[src/rtl/time_pkg.sv]
// Shared constants and packed-BCD helpers for the time-of-day counter.
// A field is two BCD digits: tens in [7:4] and ones in [3:0].
package time_pkg;

    localparam int FIELD_W = 8;
    localparam int SEC_MAX = 59;
    localparam int MIN_MAX = 59;
    localparam logic [3:0] BCD_DIGIT_MAX = 4'd9;

    function automatic logic bcd_digit_valid(input logic [3:0] d);
        return d <= BCD_DIGIT_MAX;
    endfunction

    function automatic int bcd_to_int(input logic [FIELD_W-1:0] f);
        return int'(f[7:4]) * 10 + int'(f[3:0]);
    endfunction

    function automatic logic bcd_field_valid(input logic [FIELD_W-1:0] f, input int modulus);
        return bcd_digit_valid(f[7:4]) && bcd_digit_valid(f[3:0]) && (bcd_to_int(f) < modulus);
    endfunction

    // Field 0 is seconds, field 1 is minutes, anything above is hours.
    function automatic int field_modulus(input int idx, input int hour_limit);
        case (idx)
            0:       return SEC_MAX + 1;
            1:       return MIN_MAX + 1;
            default: return hour_limit;
        endcase
    endfunction

endpackage

[src/rtl/bcd_field_counter.sv]
// One two-digit packed-BCD field that counts 0..MODULUS-1.
// The carry out is combinational so that a whole chain of fields updates on one edge.
module bcd_field_counter
    import time_pkg::*;
#(
    parameter int MODULUS = 60
) (
    input  logic               clk,
    input  logic               resetn,
    input  logic               carry_in,
    output logic               carry_out,
    input  logic               load,
    input  logic [FIELD_W-1:0] load_val,
    output logic [FIELD_W-1:0] value
);

    logic [FIELD_W-1:0] value_q;
    logic [FIELD_W-1:0] value_d;
    logic               at_max;

    always_comb begin
        at_max    = (bcd_to_int(value_q) == MODULUS - 1);
        carry_out = carry_in && at_max;
        // NOTE: every variable written here gets a default first, otherwise a latch is inferred.
        value_d   = value_q;
        if (load) begin
            value_d = load_val;
        end else if (carry_in) begin
            if (at_max) begin
                value_d = '0;
            end else if (value_q[3:0] == BCD_DIGIT_MAX) begin
                value_d = {value_q[7:4] + 4'd1, 4'd0};
            end else begin
                value_d = {value_q[7:4], value_q[3:0] + 4'd1};
            end
        end
    end

    // NOTE: state updates use non-blocking assignment so every flop samples pre-edge values.
    always_ff @(posedge clk) begin
        if (resetn) begin
            value_q <= '0;
        end else begin
            value_q <= value_d;
        end
    end

    assign value = value_q;

endmodule

[src/rtl/bcd_time_counter.sv]
// Packed-BCD MM:SS / HH:MM:SS counter with prescaler, validated loads and an alarm.
// resetn is synchronous and active-high despite its name.
module bcd_time_counter
    import time_pkg::*;
#(
    parameter int NUM_FIELDS = 2,
    parameter int TICK_DIV   = 1,
    parameter int HOUR_LIMIT = 24
) (
    input  logic                          clk,
    input  logic                          resetn,
    input  logic                          run,
    input  logic                          load_valid,
    input  logic [FIELD_W*NUM_FIELDS-1:0] load_time,
    input  logic                          alarm_set,
    input  logic [FIELD_W*NUM_FIELDS-1:0] alarm_time,
    input  logic                          alarm_en,
    input  logic                          alarm_ack,
    output logic [FIELD_W*NUM_FIELDS-1:0] time_out,
    output logic                          tick_out,
    output logic                          rollover,
    output logic                          alarm_hit,
    output logic                          alarm_pending,
    output logic                          load_err
);

    localparam int W  = FIELD_W * NUM_FIELDS;
    localparam int PW = (TICK_DIV > 1) ? $clog2(TICK_DIV) : 1;
    localparam logic [PW-1:0] PRESC_LAST = PW'(TICK_DIV - 1);

    logic [PW-1:0]     presc_q, presc_d;
    logic [W-1:0]      alarm_q, alarm_d;
    logic              tick_out_q, tick_out_d;
    logic              rollover_q, rollover_d;
    logic              alarm_hit_q, alarm_hit_d;
    logic              pending_q, pending_d;
    logic              load_err_q, load_err_d;
    logic              load_time_ok, alarm_time_ok;
    logic              load_ok, tick, advance;
    logic [NUM_FIELDS:0] carry;

    always_comb begin
        load_time_ok  = 1'b1;
        alarm_time_ok = 1'b1;
        for (int i = 0; i < NUM_FIELDS; i++) begin
            load_time_ok  &= bcd_field_valid(load_time[i*FIELD_W +: FIELD_W],
                                             field_modulus(i, HOUR_LIMIT));
            alarm_time_ok &= bcd_field_valid(alarm_time[i*FIELD_W +: FIELD_W],
                                             field_modulus(i, HOUR_LIMIT));
        end
    end

    // A valid load takes priority over a same-cycle tick and restarts the prescaler.
    always_comb begin
        load_ok  = load_valid && load_time_ok;
        tick     = run && (presc_q == PRESC_LAST);
        advance  = tick && !load_ok;
        presc_d  = presc_q;
        if (load_ok) begin
            presc_d = '0;
        end else if (run) begin
            presc_d = tick ? '0 : presc_q + 1'b1;
        end
        alarm_d     = (alarm_set && alarm_time_ok) ? alarm_time : alarm_q;
        load_err_d  = (load_valid && !load_time_ok) || (alarm_set && !alarm_time_ok);
        tick_out_d  = advance;
        rollover_d  = carry[NUM_FIELDS];
        alarm_hit_d = tick_out_q && alarm_en && !load_ok && (time_out == alarm_q);
        // An ack landing with either the hit decision or the visible hit pulse cannot clear it.
        pending_d   = alarm_hit_d || alarm_hit_q || (pending_q && !alarm_ack);
    end

    assign carry[0] = advance;

    for (genvar g = 0; g < NUM_FIELDS; g++) begin : g_field
        bcd_field_counter #(
            .MODULUS(field_modulus(g, HOUR_LIMIT))
        ) u_field (
            .clk      (clk),
            .resetn   (resetn),
            .carry_in (carry[g]),
            .carry_out(carry[g+1]),
            .load     (load_ok),
            .load_val (load_time[g*FIELD_W +: FIELD_W]),
            .value    (time_out[g*FIELD_W +: FIELD_W])
        );
    end

    always_ff @(posedge clk) begin
        if (resetn) begin
            presc_q     <= '0;
            alarm_q     <= '0;
            tick_out_q  <= 1'b0;
            rollover_q  <= 1'b0;
            alarm_hit_q <= 1'b0;
            pending_q   <= 1'b0;
            load_err_q  <= 1'b0;
        end else begin
            presc_q     <= presc_d;
            alarm_q     <= alarm_d;
            tick_out_q  <= tick_out_d;
            rollover_q  <= rollover_d;
            alarm_hit_q <= alarm_hit_d;
            pending_q   <= pending_d;
            load_err_q  <= load_err_d;
        end
    end

    assign tick_out      = tick_out_q;
    assign rollover      = rollover_q;
    assign alarm_hit     = alarm_hit_q;
    assign alarm_pending = pending_q;
    assign load_err      = load_err_q;

endmodule

[config.mk]
export PLATFORM = sky130hd
export DESIGN_NAME = bcd_time_counter
export DESIGN_NICKNAME = d
export VERILOG_FILES = /design/src/rtl/time_pkg.sv /design/src/rtl/bcd_field_counter.sv /design/src/rtl/bcd_time_counter.sv
export SDC_FILE = /design/constraint.sdc
export NUM_CORES = 1
export LEC_CHECK = 0
export ABC_AREA = 0
export CORE_MARGIN = 2
export CORE_UTILIZATION = 50
export CTS_CLUSTER_DIAMETER = 120
export DETAILED_ROUTE_END_ITERATION = 12
export GPL_TIMING_DRIVEN = 0
export PLACE_DENSITY = 0.78
export SLEW_MARGIN = 20
export SYNTH_ARGS = -nofsm -noshare
export SYNTH_HDL_FRONTEND = slang
export SYNTH_SLANG_ARGS = --single-unit
[constraint.sdc]
create_clock -name clk -period 5.9 [get_ports clk]
set_input_delay 0.59 -clock clk [delete_from_list [all_inputs] [get_ports clk]]
set_output_delay 0.59 -clock clk [all_outputs]
set_load 0.01 [all_outputs]
Yosys cells after proc, flatten, opt, wreduce, memory -nomap -nowiden. Cells that the tools add are included. Widths: inputs -> output; s select.

$add $sub $neg: 11. Multiply operators: 6. $lt $le $gt $ge: 12. Equality and inequality tests: 5. Muxes and demuxes: 9. Bitwise logic cells: 3. Reduce and logical (&&, ||, !) cells: 34.

Operators with widths (number): $add 32x5->32 (2); $eq 32x7->1 const B (2); $mux 8 (8); $mul 4x3->7 const B (6); $add 8x4->9 (4); $lt 9x6->1 const B (4); $le 4x4->1 const B (8); $logic_and 1x1->1 (20); $add 4x1->4 const B (4); $eq 16x16->1 (1); $eq 4x4->1 const B (2); $reduce_bool 3->1 (2); $logic_not 1->1 (4); $reduce_and 2->1 (2); $reduce_bool 2->1 (2); $logic_or 1x1->1 (3); $and 1x1->1 (2); $reduce_or 2->1 (1); $add 1x1->1 const B (1); $mux 1 (1); $not 1->1 (1).

Register bits after elaboration: 38. Bits of input ports: 39. Output and inout bits: 21.

Depth between registers and ports, before layout. Gate-level depths: netlist (run 1).

Depth after elaboration: 11. Gate-level depth with buffers: 11. Gate-level depth less buffers: 10.

Modules after synthesis. From an unflattened synthesis (run 1), not the netlist that was laid out.

Cell total of the unflattened synthesis: 414. Area total of the unflattened synthesis: 3751.1 µm².

By module, submodules not included: bcd_time_counter (times used 1, cells an instance 230, area an instance 2127.0 µm², sequential area each 440.4 µm²); bcd_field_counter (times used 2, cells an instance 92, area an instance 812.0 µm², sequential area each 160.2 µm²).

Worst setup path before layout (run 1). Ideal clock, no wire load.

Path kind: input to register. Start point: input port load_time[13]. End point: register g_field[1].u_field.value_q[5]. Setup time: 0.122 ns. Arrival: 3.060 ns. Data required time: 5.778 ns. Slack: 2.718 ns. Cell stages on the path: 9. Path buffers: 0. Cells stage by stage: ha_1 ha_1 fa_1 and3_1 or4_1 o21ba_1 o32ai_4 nor2_2 o311a_1.

Cells in the longest elaborated chain, start to end: 11. Elaborated cells between the ends (all ways): 15.

RTL lines: start: declaration (RTL line bcd_time_counter.sv:14) `input logic [FIELD_W*NUM_FIELDS-1:0] load_time,`; $mul 4x3->7 (RTL line time_pkg.sv:15) `return int'(f[7:4]) * 10 + int'(f[3:0]);`; $add 8x4->9 (RTL line time_pkg.sv:15); $lt 9x6->1 (RTL line time_pkg.sv:19) `return bcd_digit_valid(f[7:4]) && bcd_digit_valid(f[3:0]) && (bcd_to_int(f) < modulus);`; $logic_and 1x1->1 (RTL line time_pkg.sv:19); $and 1x1->1 (RTL line bcd_time_counter.sv:46) `load_time_ok &= bcd_field_valid(load_time[i*FIELD_W +: FIELD_W],`; $logic_and 1x1->1 (RTL line bcd_time_counter.sv:55) `load_ok = load_valid && load_time_ok;`; $logic_not 1->1 (RTL line bcd_time_counter.sv:57) `advance = tick && !load_ok;`; $logic_and 1x1->1 (RTL line bcd_time_counter.sv:57); $logic_and 1x1->1 (RTL line bcd_field_counter.sv:23) `carry_out = carry_in && at_max;`; $reduce_bool 2->1 (no line); $reduce_and 2->1 (no line); end signal: assignment (RTL line bcd_field_counter.sv:44) `value_q <= value_d;`; end: declaration (RTL line bcd_field_counter.sv:17) `logic [FIELD_W-1:0] value_q;`.

Several ways; a longest one is shown, not always the timed one. A chain may end at the register's enable or synchronous reset.

Worst setup path after layout (run 1).
Start point: input port load_time[13]. End point: register g_field[1].u_field.value_q[4].

Cells in the longest elaborated chain, start to end: 11. Elaborated cells between the ends (all ways): 15.

RTL lines (RTL line): $mul 4x3->7 (time_pkg.sv:15); $add 8x4->9 (time_pkg.sv:15); $lt 9x6->1 (time_pkg.sv:19); $logic_and 1x1->1 (*) (time_pkg.sv:19); $and 1x1->1 (*) (bcd_time_counter.sv:46); $logic_and 1x1->1 (*) (bcd_time_counter.sv:55); $logic_not 1->1 (bcd_time_counter.sv:57); $logic_and 1x1->1 (bcd_time_counter.sv:57); $logic_and 1x1->1 (bcd_field_counter.sv:23); $reduce_bool 2->1 (no line); $reduce_and 2->1 (no line).

Mark *: on every way between the ends. The rest lies on a longest branch, timed or not.

==> flow_summary.ini, run 1 <==
[run_status]
status = completed

[timing]
final_report_hold_violation_count = 0
clock.fmax_ghz = 0.267
timing.max_slew.rel_slack_pct = 50.6
grt_setup_unrepaired = no
worst-slew-pin-transition_ns = 0.732
finClkSkew_ns = 0.0107
finalSetupViolCount = 0
final.min_clock_period_ns = 3.74
timing.final.crit_share_pct = 63.4
totalNegativeSetupSlack_ns = 0
final_max_slew_viol_count = 0

[die]
die_h_um = 88.2
floorplan.die.width_um = 88.2
ioPinCount = 60
dieArea_sq_mm = 0.00778
floorplan.core_area_sq_mm = 0.00683
initial_utilization_pct = 51.9
row_count = 30

[synthesis]
netlist-cell-type-count = 66
netlist_top_cells_count = sky130_fd_sc_hd__ha_1, sky130_fd_sc_hd__nand2_1, sky130_fd_sc_hd__dfxtp_1, sky130_fd_sc_hd__inv_1, sky130_fd_sc_hd__a21oi_1
syn-instance-count = 407
async_flop_share_pct = 0
synth_top_cell_by_area = sky130_fd_sc_hd__dfxtp_1
synth-main-ff-cell = sky130_fd_sc_hd__dfxtp_1
synth_area_per_cell_sq_um = 8.71
post_synthesis_instance_area_sq_mm = 0.00354
synth_largest_type_area_fraction_pct = 21.5
ys_ff_latch = 38
syn_nets = 502
synthTopCellsByArea = sky130_fd_sc_hd__dfxtp_1, sky130_fd_sc_hd__ha_1, sky130_fd_sc_hd__fa_1
synth_warnings = 0
seq_area_frac_synth_pct = 21.5
synth.most_common_cell = sky130_fd_sc_hd__ha_1
synth_edf_count = 0

[place]
gp_routability_congestion = 0.858
port-buffer-count = 58
placed_cells_incl_taps = 561
dpl_wire_length_um = 7200

[drt]
detail_route.wl_per_cell_um = 15.9
detail_route.vias_per_cell = 5.96
met3_length_um = 459
final_antenna_net_count = 0
drcViolationCount = 0
vias = 3383
routed.top_layer = met4
route.final.wire_length_um = 9050
routedLengthMet1_um = 4150
drt_pre_antenna_iters = 5
drt_iter0_drc = 247
routed-wl-met2_um = 4350

[min_path]
min_delay_path_depth = 2
hold_path.class = reg2reg

[clocking]
cts_tree = built
cts_resized = 0
clockRootBuffer = sky130_fd_sc_hd__clkbuf_8
post-cts-setup-buffer-count = 0
cts_htree_levels = 2
cts_buffer_depth = 2
total_clock_buffers_created_by_cts = 5
clk_pin_slew_ns = 0.08
insertion_delay_ns = 0.29
holdBufCountCts = 0
cts_num_sinks = 38

[worst_setup_path]
cp-startpoint = load_time[13]
crit_chain = clkdlybuf4s50_1 > ha_1 > ha_1 > fa_1 > and3_1 > or4_1 > o21ba_1 > o32a_1 > nand2_1 > buf_2 > a211oi_1
critical_path_sink_type = flop
slowest_stage_delay_on_critical_path_ns = 0.50
worst-setup-path-type = in2reg
cp_top_family = adder cells
cp.buffers_inverters = 2
reg2reg_to = g_field[1].u_field.value[6]
required_ns = 6.05
worstPathArrival_ns = 3.89
crit_path_frequent_cell = sky130_fd_sc_hd__ha_1
worstPathMaxFanout = 10
worst_setup_path_endpoint = g_field[1].u_field.value[4]
launch_point_of_the_worst_reg_to_reg_path = g_field[1].u_field.value[7]
depth_of_the_critical_timing_path_with_buffers_and_inverters_included = 11
start_kind = input pin
flop2flop_setup_slack_ns = 2.63
r2r.worst_path.cells = 9
cpMaxStageDelayCell = sky130_fd_sc_hd__fa_1

[power]
p_leak_nw = 1.70
power_density_mw_per_mm2 = 159
max-vdd-ir-drop_uv = 82.3

[global_routing]
grt_first_pass_wirelength_um = 15300
global_route.overflow_total = 0
grt_antenna_before_repair = 0
groute.usage.overall_pct = 24.8
grt_pass1_vias = 3260
grt_start_max_net_pins = 11

[layout]
finalNonFillerCells = 568
area_growth_pct = 21.9
final_layout_size_suffix_gt1_share_pct = 4.66
antenna-diode-count = 0
final_net_count = 567

[flow_run]
number_of_max_cap_violations = 0
==> final cells by class <==
type | count | area [sq um]
Tap cell | 96 | 120
Inverter | 29 | 109
Sequential cell | 38 | 761
Multi-Input combinational cell | 328 | 2610
Clock buffer | 7 | 76.3
Fill cell | 595 | 2510
Buffer | 12 | 61.3
Timing Repair Buffer | 58 | 581
==> state kept, by name (all words and copies together) (netlist names) <==
name                   flops
alarm_q                   16
g_field.u_field.value     16
alarm_hit                  1
alarm_pending              1
load_err                   1
presc_q                    1
rollover                   1
tick_out                   1
==> metal layers <==
layer  track usage (%)  up-vias
met2              41.8      109
met4              4.13        0
met1              34.3     1609
met5                 0        -
met3              3.58       12
li1                  -     1653
==> how the worst min path moves through the flow <==
stage	slack, ns	from	endpoint
floorplan	0.45	alarm_q[10]	alarm_q[10]
global placement	0.46	alarm_q[3]	alarm_q[3]
detailed placement	0.47	alarm_q[2]	alarm_q[2]
CTS	0.48	alarm_q[13]	alarm_q[13]
global route	0.49	alarm_q[8]	alarm_q[8]
finish	0.48	alarm_q[8]	alarm_q[8]
==> power breakdown <==
| group | total (W) | internal (W) | switching [W] | leakage, nW |
|---|---|---|---|---|
| Combinational | 0.000235 | 0.000110 | 0.000125 | 1.36 |
| Clock | 0.000171 | 0.0000814 | 0.0000891 | 0.0383 |
| Sequential | 0.000280 | 0.000265 | 0.0000156 | 0.308 |
==> worst min-delay path: cells and delay by family (launching register included) <==
family / cells / cell delay, ns
flops: 1 / 0.32
mux: 1 / 0.05
simple gates: 1 / 0.06
==> placed cells by master, fill, tap and decap left out, types with 7 or more instances in the layout <==
cell	synthesis	routed
sky130_fd_sc_hd__a211oi_1	7	7
sky130_fd_sc_hd__a21oi_1	25	25
sky130_fd_sc_hd__clkbuf_1	9	11
sky130_fd_sc_hd__clkdlybuf4s50_1	0	58
sky130_fd_sc_hd__dfxtp_1	38	38
sky130_fd_sc_hd__fa_1	12	12
sky130_fd_sc_hd__ha_1	44	44
sky130_fd_sc_hd__inv_1	28	28
sky130_fd_sc_hd__mux2i_1	13	13
sky130_fd_sc_hd__nand2_1	43	43
sky130_fd_sc_hd__nand3_1	14	14
sky130_fd_sc_hd__nor3_1	20	20
sky130_fd_sc_hd__nor4_1	8	8
sky130_fd_sc_hd__o21ai_0	15	15
sky130_fd_sc_hd__xnor2_1	12	12
sky130_fd_sc_hd__xor2_1	15	15
==> logic make-up (layout without fill, tap and decap cells) <==
family | count (synthesis) | count (layout) | synth area share (%)
AND/OR/NAND/NOR | 134 | 134 | 20.3
AO/OA/AOI/OAI | 97 | 97 | 20.5
multiplexers | 14 | 14 | 3.99
buffers and inverters | 41 | 106 | 4.80
adder cells (fa/ha/maj) | 56 | 56 | 22.3
flip-flops | 38 | 38 | 21.5
XOR/XNOR | 27 | 27 | 6.67
==> stage by stage <==
stage	hold WS [ns]	instance area, sq um	power [W]	setup WS (ns)	utilization, %
floorplan	0.446	3540	0.000430	2.72	-
global placement	0.459	4240	0.000510	1.95	62.1
detailed placement	0.468	4240	0.000519	1.91	62.1
CTS	0.480	4320	0.000685	2.20	63.2
global route	0.494	4320	0.000730	2.02	63.2
finish	0.476	4320	0.000686	2.16	63.2
Note: power is estimated with default switching activity, not from simulation.
==> run 2: changes to the inputs <==
--- a/config.mk
+++ b/config.mk
@@ -7,11 +7,11 @@
 export LEC_CHECK = 0
 export ABC_AREA = 0
 export CORE_MARGIN = 2
-export CORE_UTILIZATION = 50
+export CORE_UTILIZATION = 49
 export CTS_CLUSTER_DIAMETER = 120
 export DETAILED_ROUTE_END_ITERATION = 12
 export GPL_TIMING_DRIVEN = 0
-export PLACE_DENSITY = 0.78
+export PLACE_DENSITY = 0.8
 export SLEW_MARGIN = 20
 export SYNTH_ARGS = -nofsm -noshare
 export SYNTH_HDL_FRONTEND = slang
==> constraint.sdc (replaced) <==
create_clock -name clk -period 3.41 [get_ports clk]
set_input_delay 0.341 -clock clk [delete_from_list [all_inputs] [get_ports clk]]
set_output_delay 0.341 -clock clk [all_outputs]
set_load 0.01 [all_outputs]
==> flow_summary.ini, run 2 (synthesis gave the netlist of run 1 again) <==
[run_status]
status = completed

[drt]
detail_route.vias_per_cell = 6.03
route.final.wire_length_um = 9450
detail_route.wl_per_cell_um = 16.5
final_antenna_net_count = 0
drt_pre_antenna_iters = 4
drt_iter0_drc = 199
vias = 3450
drcViolationCount = 0

[global_routing]
groute.usage.overall_pct = 25.1
grt_pass1_vias = 3415
grt_antenna_before_repair = 0
global_route.overflow_total = 0
grt_first_pass_wirelength_um = 15600
grt_start_max_net_pins = 12

[layout]
antenna-diode-count = 0
nFillCells = 614
final_layout_size_suffix_gt1_share_pct = 6.72
final_net_count = 571
ff_latch_area_sq_um = 761
area_growth_pct = 23.7
layout.cells.most_common_list = sky130_fd_sc_hd__clkdlybuf4s50_1, sky130_fd_sc_hd__ha_1, sky130_fd_sc_hd__nand2_1, sky130_fd_sc_hd__dfxtp_1, sky130_fd_sc_hd__inv_1
area_of_the_multi_input_gates_sq_mm = 0.00263
layout_commonest_cell = sky130_fd_sc_hd__clkdlybuf4s50_1

[worst_setup_path]
worstPathMaxFanout = 4
worst-setup-path-type = in2reg
crit_path_frequent_cell = sky130_fd_sc_hd__ha_1
r2r.worst_path.cells = 9
cpMaxStageDelayCell = sky130_fd_sc_hd__fa_2
slowest_stage_delay_on_critical_path_ns = 0.57
required_ns = 3.61
launch_point_of_the_worst_reg_to_reg_path = g_field[1].u_field.value[7]
cp.buffers_inverters = 2
start_kind = input pin
flop2flop_setup_slack_ns = 0.20
crit_chain = clkdlybuf4s50_1 > ha_1 > ha_1 > fa_2 > a21oi_1 > or4_1 > o21ba_1 > o32ai_4 > buf_4 > nor3_1 > a311oi_1
cp_top_family = adder cells
critical_path_sink_type = flop
reg2reg_to = g_field[1].u_field.value[6]
worstPathArrival_ns = 3.47

[timing]
totalNegativeSetupSlack_ns = 0
worst-slew-pin-transition_ns = 0.739
final.min_clock_period_ns = 3.27
final_max_slew_viol_count = 0
finalSetupViolCount = 0
final_report_hold_violation_count = 0
finClkSkew_ns = 0.0116
timing.max_slew.rel_slack_pct = 50.1
timing.final.crit_share_pct = 96.0
worst_slack_ns = 0.137
clock.fmax_ghz = 0.306

[place]
port-buffer-count = 58
gp_routability_congestion = 0.840
dpl_wire_length_um = 7480
pre_cts_ws_ns = -0.338

[die]
floorplan.core_area_sq_mm = 0.00691
dieArea_sq_mm = 0.00793
die_h_um = 89.0
floorplan.die.width_um = 89.0
initial_utilization_pct = 51.3
row_count = 30
ioPinCount = 60

[clocking]
cts_htree_levels = 2
cts_num_sinks = 38
insertion_delay_ns = 0.30
cts_tree = built
cts_buffer_depth = 2
clk_pin_slew_ns = 0.08
total_clock_buffers_created_by_cts = 5
clockRootBuffer = sky130_fd_sc_hd__clkbuf_8

[power]
p_leak_nw = 1.74
max-vdd-ir-drop_uv = 174
power_density_mw_per_mm2 = 278

[min_path]
min_delay_path_depth = 2
holdCritStartpoint = alarm_q[8]
holdPathEnd = alarm_q[8]
hold_path.class = reg2reg

[flow_run]
number_of_max_cap_violations = 0
run 2: report_power, final:
part,internal (W),switching [W]
Clock,0.000137,0.000166
Combinational,0.000202,0.000227
Sequential,0.000458,0.0000270
run 2: worst max path at each step:
| stage | slack [ns] | end | startpoint | depth (start not counted) |
|---|---|---|---|---|
| global route | -0.008 | g_field[0].u_field.value[1] | load_time[13] | 10 |
| finish | 0.14 | g_field[0].u_field.value[6] | load_time[13] | 11 |
| global placement | -0.31 | g_field[0].u_field.value[3] | load_time[13] | 11 |
| detailed placement | -0.34 | g_field[1].u_field.value[7] | load_time[13] | 11 |
| floorplan | 0.42 | g_field[1].u_field.value[6] | g_field[1].u_field.value[7] | 9 |
| CTS | 0.008 | g_field[1].u_field.value[5] | load_time[13] | 10 |
run 2: layout make-up:
type / instances / area share [%]
tap: 96 / 2.74
multi-input combinational: 328 / 60.1
timing repair buffer: 62 / 14.0
sequential: 38 / 17.4
clock buffer: 5 / 1.57
buffer: 12 / 1.54
clock inverter: 2 / 0.228
inverter: 29 / 2.48
run 2: metal layers:
metal | vias up | wire [um] | global-route usage, %
li1 | 1660 | - | -
met1 | 1665 | 4060 | 32.0
met2 | 109 | 4690 | 44.4
met3 | 16 | 547 | 3.51
met4 | 0 | 155 | 6.92
met5 | - | 0 | 0
run 2: what timing repair did:
item	CTS	global route
hold buffers	0	0
endpoints found under the setup margin	6	28
pin swaps	0	2
buffers inserted	0	4
gates resized for setup	1	7
run 2: metrics by stage:
stage	utilization, %	hold WS (ns)	total power (W)	cell area, sq um	std cells
floorplan	-	0.418	0.000743	3540	407
global placement	61.4	0.459	0.000882	4240	561
detailed placement	61.4	0.465	0.000900	4240	561
CTS	62.6	0.474	0.00120	4330	568
global route	63.5	0.490	0.00128	4380	572
finish	63.5	0.473	0.00122	4380	572
run 2: tightest hold or removal path: stages, from the launching register on:
cell and delay, ns:
sky130_fd_sc_hd__dfxtp_1 0.32, sky130_fd_sc_hd__nand2_1 0.06, sky130_fd_sc_hd__mux2i_1 0.05
==> run 3: changes to the inputs <==
--- a/config.mk
+++ b/config.mk
@@ -8,8 +8,8 @@
 export ABC_AREA = 0
 export CORE_MARGIN = 2
 export CORE_UTILIZATION = 49
-export CTS_CLUSTER_DIAMETER = 120
 export DETAILED_ROUTE_END_ITERATION = 12
+export GPL_ROUTABILITY_DRIVEN = 0
 export GPL_TIMING_DRIVEN = 0
 export PLACE_DENSITY = 0.8
 export SLEW_MARGIN = 20
==> flow_summary.ini, run 3 (synthesis gave the netlist of run 1 again) <==
[run_status]
status = completed

[drt]
drcViolationCount = 0
routed-wl-met2_um = 4810
routed.top_layer = met4
drt_iter0_drc = 233
routedLengthMet1_um = 4220
detail_route.wl_per_cell_um = 16.4
final_antenna_net_count = 0
drt_pre_antenna_iters = 4
vias = 3475
route.final.wire_length_um = 9450
met3_length_um = 345
detail_route.vias_per_cell = 6.03

[layout]
layout_commonest_cell = sky130_fd_sc_hd__clkdlybuf4s50_1
layout.cells.most_common_list = sky130_fd_sc_hd__clkdlybuf4s50_1, sky130_fd_sc_hd__ha_1, sky130_fd_sc_hd__nand2_1, sky130_fd_sc_hd__dfxtp_1, sky130_fd_sc_hd__inv_1
layout.cell_area.non_filler_sq_mm = 0.00447
final_layout_size_suffix_gt1_share_pct = 7.29
final_core_util_pct = 64.7
final_net_count = 574
antenna-diode-count = 0
area_growth_pct = 26.0
finalNonFillerCells = 576

[timing]
finalSetupViolCount = 0
timing.max_slew.rel_slack_pct = 47.4
worst-slew-pin-transition_ns = 0.779
finClkSkew_ns = 0.0131
grt_setup_unrepaired = no
timing.final.crit_share_pct = 97.4
final_max_slew_viol_count = 0
final_report_hold_violation_count = 0
totalNegativeSetupSlack_ns = 0
final.min_clock_period_ns = 3.32
clock.fmax_ghz = 0.301

[worst_setup_path]
start_kind = input pin
required_ns = 3.58
r2r.worst_path.cells = 9
worstPathArrival_ns = 3.50
flop2flop_setup_slack_ns = 0.25
worst-setup-path-type = in2reg
critical_path_sink_type = flop
reg2reg_to = g_field[1].u_field.value[6]
worstPathMaxFanout = 5
launch_point_of_the_worst_reg_to_reg_path = g_field[1].u_field.value[7]

[clocking]
cts_tree = built
clockRootBuffer = sky130_fd_sc_hd__clkbuf_8
total_clock_buffers_created_by_cts = 5
holdBufCountCts = 0
cts_buffer_depth = 2
cts_htree_levels = 2
cts_num_sinks = 38
insertion_delay_ns = 0.30
clk_pin_slew_ns = 0.07

[power]
p_leak_nw = 1.79
max-vdd-ir-drop_uv = 190
post-layout-total-power_w = 0.00140
power_density_mw_per_mm2 = 313

[die]
floorplan.die.width_um = 89.0
ioPinCount = 60
floorplan.core_area_sq_mm = 0.00691
initial_utilization_pct = 51.3
row_count = 30
dieArea_sq_mm = 0.00793
die_h_um = 89.0

[global_routing]
groute.usage.overall_pct = 24.8
grt_pass1_vias = 3316
grt_antenna_before_repair = 0
global_route.overflow_total = 0
grt_start_max_net_pins = 13
grt_first_pass_wirelength_um = 15600

[place]
port-buffer-count = 58
dpl_wire_length_um = 7310
placed_cells_incl_taps = 561
dpl_cell_area_sq_mm = 0.00424

[min_path]
holdCritStartpoint = alarm_q[13]
hold_path.class = reg2reg
min_delay_path_depth = 2
holdPathEnd = alarm_q[13]

[flow_run]
number_of_max_cap_violations = 0
-- run 3: per-layer routing --
layer	global-route usage, %	vias up
met1	33.5	1708
met5	0	-
met3	2.59	9
met2	43.4	88
li1	-	1670
met4	4.75	0
-- run 3: critical path, stage by stage --
cell and delay (ns):
sky130_fd_sc_hd__clkdlybuf4s50_1 0.49, sky130_fd_sc_hd__ha_1 0.34, sky130_fd_sc_hd__ha_1 0.21, sky130_fd_sc_hd__fa_2 0.58, sky130_fd_sc_hd__a21oi_1 0.05, sky130_fd_sc_hd__or4_1 0.51
sky130_fd_sc_hd__o21ba_1 0.26, sky130_fd_sc_hd__o32ai_4 0.17, sky130_fd_sc_hd__nor2_2 0.14, sky130_fd_sc_hd__o311a_1 0.39
-- run 3: how the worst max path moves through the flow --
stage / depth (start not counted) / startpoint / slack (ns) / to
6_report: 10 / load_time[13] / 0.09 / g_field[1].u_field.value[5]
2_1_floorplan: 9 / g_field[1].u_field.value[7] / 0.42 / g_field[1].u_field.value[6]
5_1_grt: 10 / load_time[13] / 0.005 / g_field[1].u_field.value[0]
3_3_place_gp: 11 / load_time[13] / -0.29 / g_field[0].u_field.value[3]
3_5_place_dp: 11 / load_time[13] / -0.36 / g_field[0].u_field.value[3]
4_1_cts: 11 / load_time[13] / 0.03 / g_field[0].u_field.value[3]
-- run 3: per-stage QoR --
step	hold slack, ns	setup slack [ns]
after floorplan	0.418	0.424
after global placement	0.459	-0.287
after detailed placement	0.464	-0.364
after CTS	0.477	0.0333
after global routing	0.499	0.00546
final	0.476	0.0890
-- run 3: cell type report --
cell class	count	area [sq um]
clock inverter	2	60.1
tap	96	120
multi-input combinational	328	2630
clock buffer	6	82.6
fill	603	2440
buffer	12	67.6
inverter	29	109
sequential	38	761
timing repair buffer	65	638
-- run 3: what timing repair did --
action,in CTS,in global routing
pin swaps,1,2
resized for setup,1,7
cloned,0,0
buffers inserted,3,4
endpoints found under the setup margin,11,26
endpoints found under the hold margin,0,0
-- run 3: where the power goes --
group	internal, W	switching, W	leakage [nW]	total (W)
clock	0.000312	0.000171	0.0714	0.000483
combinational	0.000202	0.000227	1.41	0.000429
sequential	0.000458	0.0000262	0.308	0.000484
total	0.000972	0.000425	1.79	0.00140
==> RTL edit (config.mk and constraints of run 1) <==
`NUM_FIELDS`: 2 -> 1.
--- a/src/rtl/bcd_time_counter.sv
+++ b/src/rtl/bcd_time_counter.sv
@@ -3,7 +3,7 @@
 module bcd_time_counter
     import time_pkg::*;
 #(
-    parameter int NUM_FIELDS = 2,
+    parameter int NUM_FIELDS = 1,
     parameter int TICK_DIV   = 1,
     parameter int HOUR_LIMIT = 24
 ) (
Ports: changed (resized alarm_time, load_time and time_out); port bits go from 60 to 36. The function was not compared with the original's and may differ.
==> RTL edit against run 1 <==
  * Area after synthesis down 45%
  * Design area fell by 44%
  * Routed wire length down 49%
  * Setup slack better by 0.26 ns
  * Clock power is 37% lower
  * Power down 33%
  * Synthesized cell count decreased by 44%
  * Sequential cell count fell by 16
  * Critical path type unchanged
==> RTL edit: results (changes against run 1) <==
routed vias=1,867 (-45%); Routability Congestion=0.839 (-2.1%); top post-synthesis cells by area=dfxtp_1 (22%), ha_1 (14%), fa_1 (6.1%); synth cell count leaders=dfxtp_1 (22), ha_1 (22), inv_1 (22), o21ai_0 (16), a21oi_1 (14); H-tree Lvls=1 (-1); Int Pwr=301 uW (-34%); post-DR wirelength/cell=14.7 um (-7.9%); outcome=finished clean; count of different cell masters after synthesis=48 (-27%); vias in the first global route=1,811 (-44%); metal2 WL=2.11 mm (-52%); grt met3 use=0.0473 (+0.0115); cell count after placement=310 (-45%); DPL Wire Length=3.62 mm (-50%); drt first pass iters=4 (-1); final net count=318 (-44%); Max VDD drop=0.000143 V (+73%); met1 Use GR=0.314 (-0.0284); post-synthesis sequential area ratio=0.225 (+0.00994); Pleak=0.000936 uW (-45%); pre-CTS setup slack=2.15 ns (+0.244 ns); WL met3=265 um (-42%); met2 usage=0.386 (-0.0314); first-pass GRT wire length=8.13 mm (-47%); DR iter-0 viols=85 (-66%)
==> RTL edit: changes by cell type in the layout (fill, tap and decap cells not counted), sizes merged, moves of 9 or more <==
cell | run 1 | this run
mux2i | 13 | 0
nor3 | 20 | 7
clkdlybuf4s50 | 58 | 35
nand2 | 44 | 12
a21oi | 25 | 14
xor2 | 15 | 6
dfxtp | 38 | 22
ha | 44 | 22
==> RTL edit: per-stage QoR <==
stage / instance area, um^2 / power [uW] / hold WS [ns] / utilization
final: 2430 / 456 / 0.486 / 0.653
after floorplan: 1960 / 288 / 0.463 / -
after global placement: 2370 / 348 / 0.472 / 0.638
after detailed placement: 2370 / 352 / 0.477 / 0.638
after global routing: 2430 / 490 / 0.506 / 0.653
after CTS: 2430 / 459 / 0.488 / 0.653
==> RTL edit: final timing paths <==
path                                             startpoint                     endpoint  cells past startpoint
worst min-delay path                                presc_q                      presc_q                      1
worst min register to register                      presc_q                      presc_q                      1
worst max-delay path                           load_time[5]  g_field[0].u_field.value[3]                     10
worst max register to register  g_field[0].u_field.value[5]  g_field[0].u_field.value[3]                      9
==> RTL edit: kinds of logic (layout without fill, tap and decap cells) <==
family | after synthesis | count (layout) | share of synthesized area
multiplexers | 1 | 1 | 0.00574
flip-flops | 22 | 22 | 0.225
buffers and inverters | 28 | 67 | 0.0574
AO/OA/AOI/OAI | 69 | 69 | 0.260
AND/OR/NAND/NOR | 65 | 65 | 0.188
XOR/XNOR | 14 | 14 | 0.0625
adder cells (fa/ha/maj) | 28 | 28 | 0.202
==> RTL edit: layout make-up <==
class / instances / area, um^2
inverters: 23 / 86.3
multi-input cells: 177 / 1410
fillers: 337 / 1290
well taps: 48 / 60.1
plain buffers: 5 / 26.3
clock buffers: 4 / 55.1
flip-flops and latches: 22 / 440
repair buffers: 35 / 350
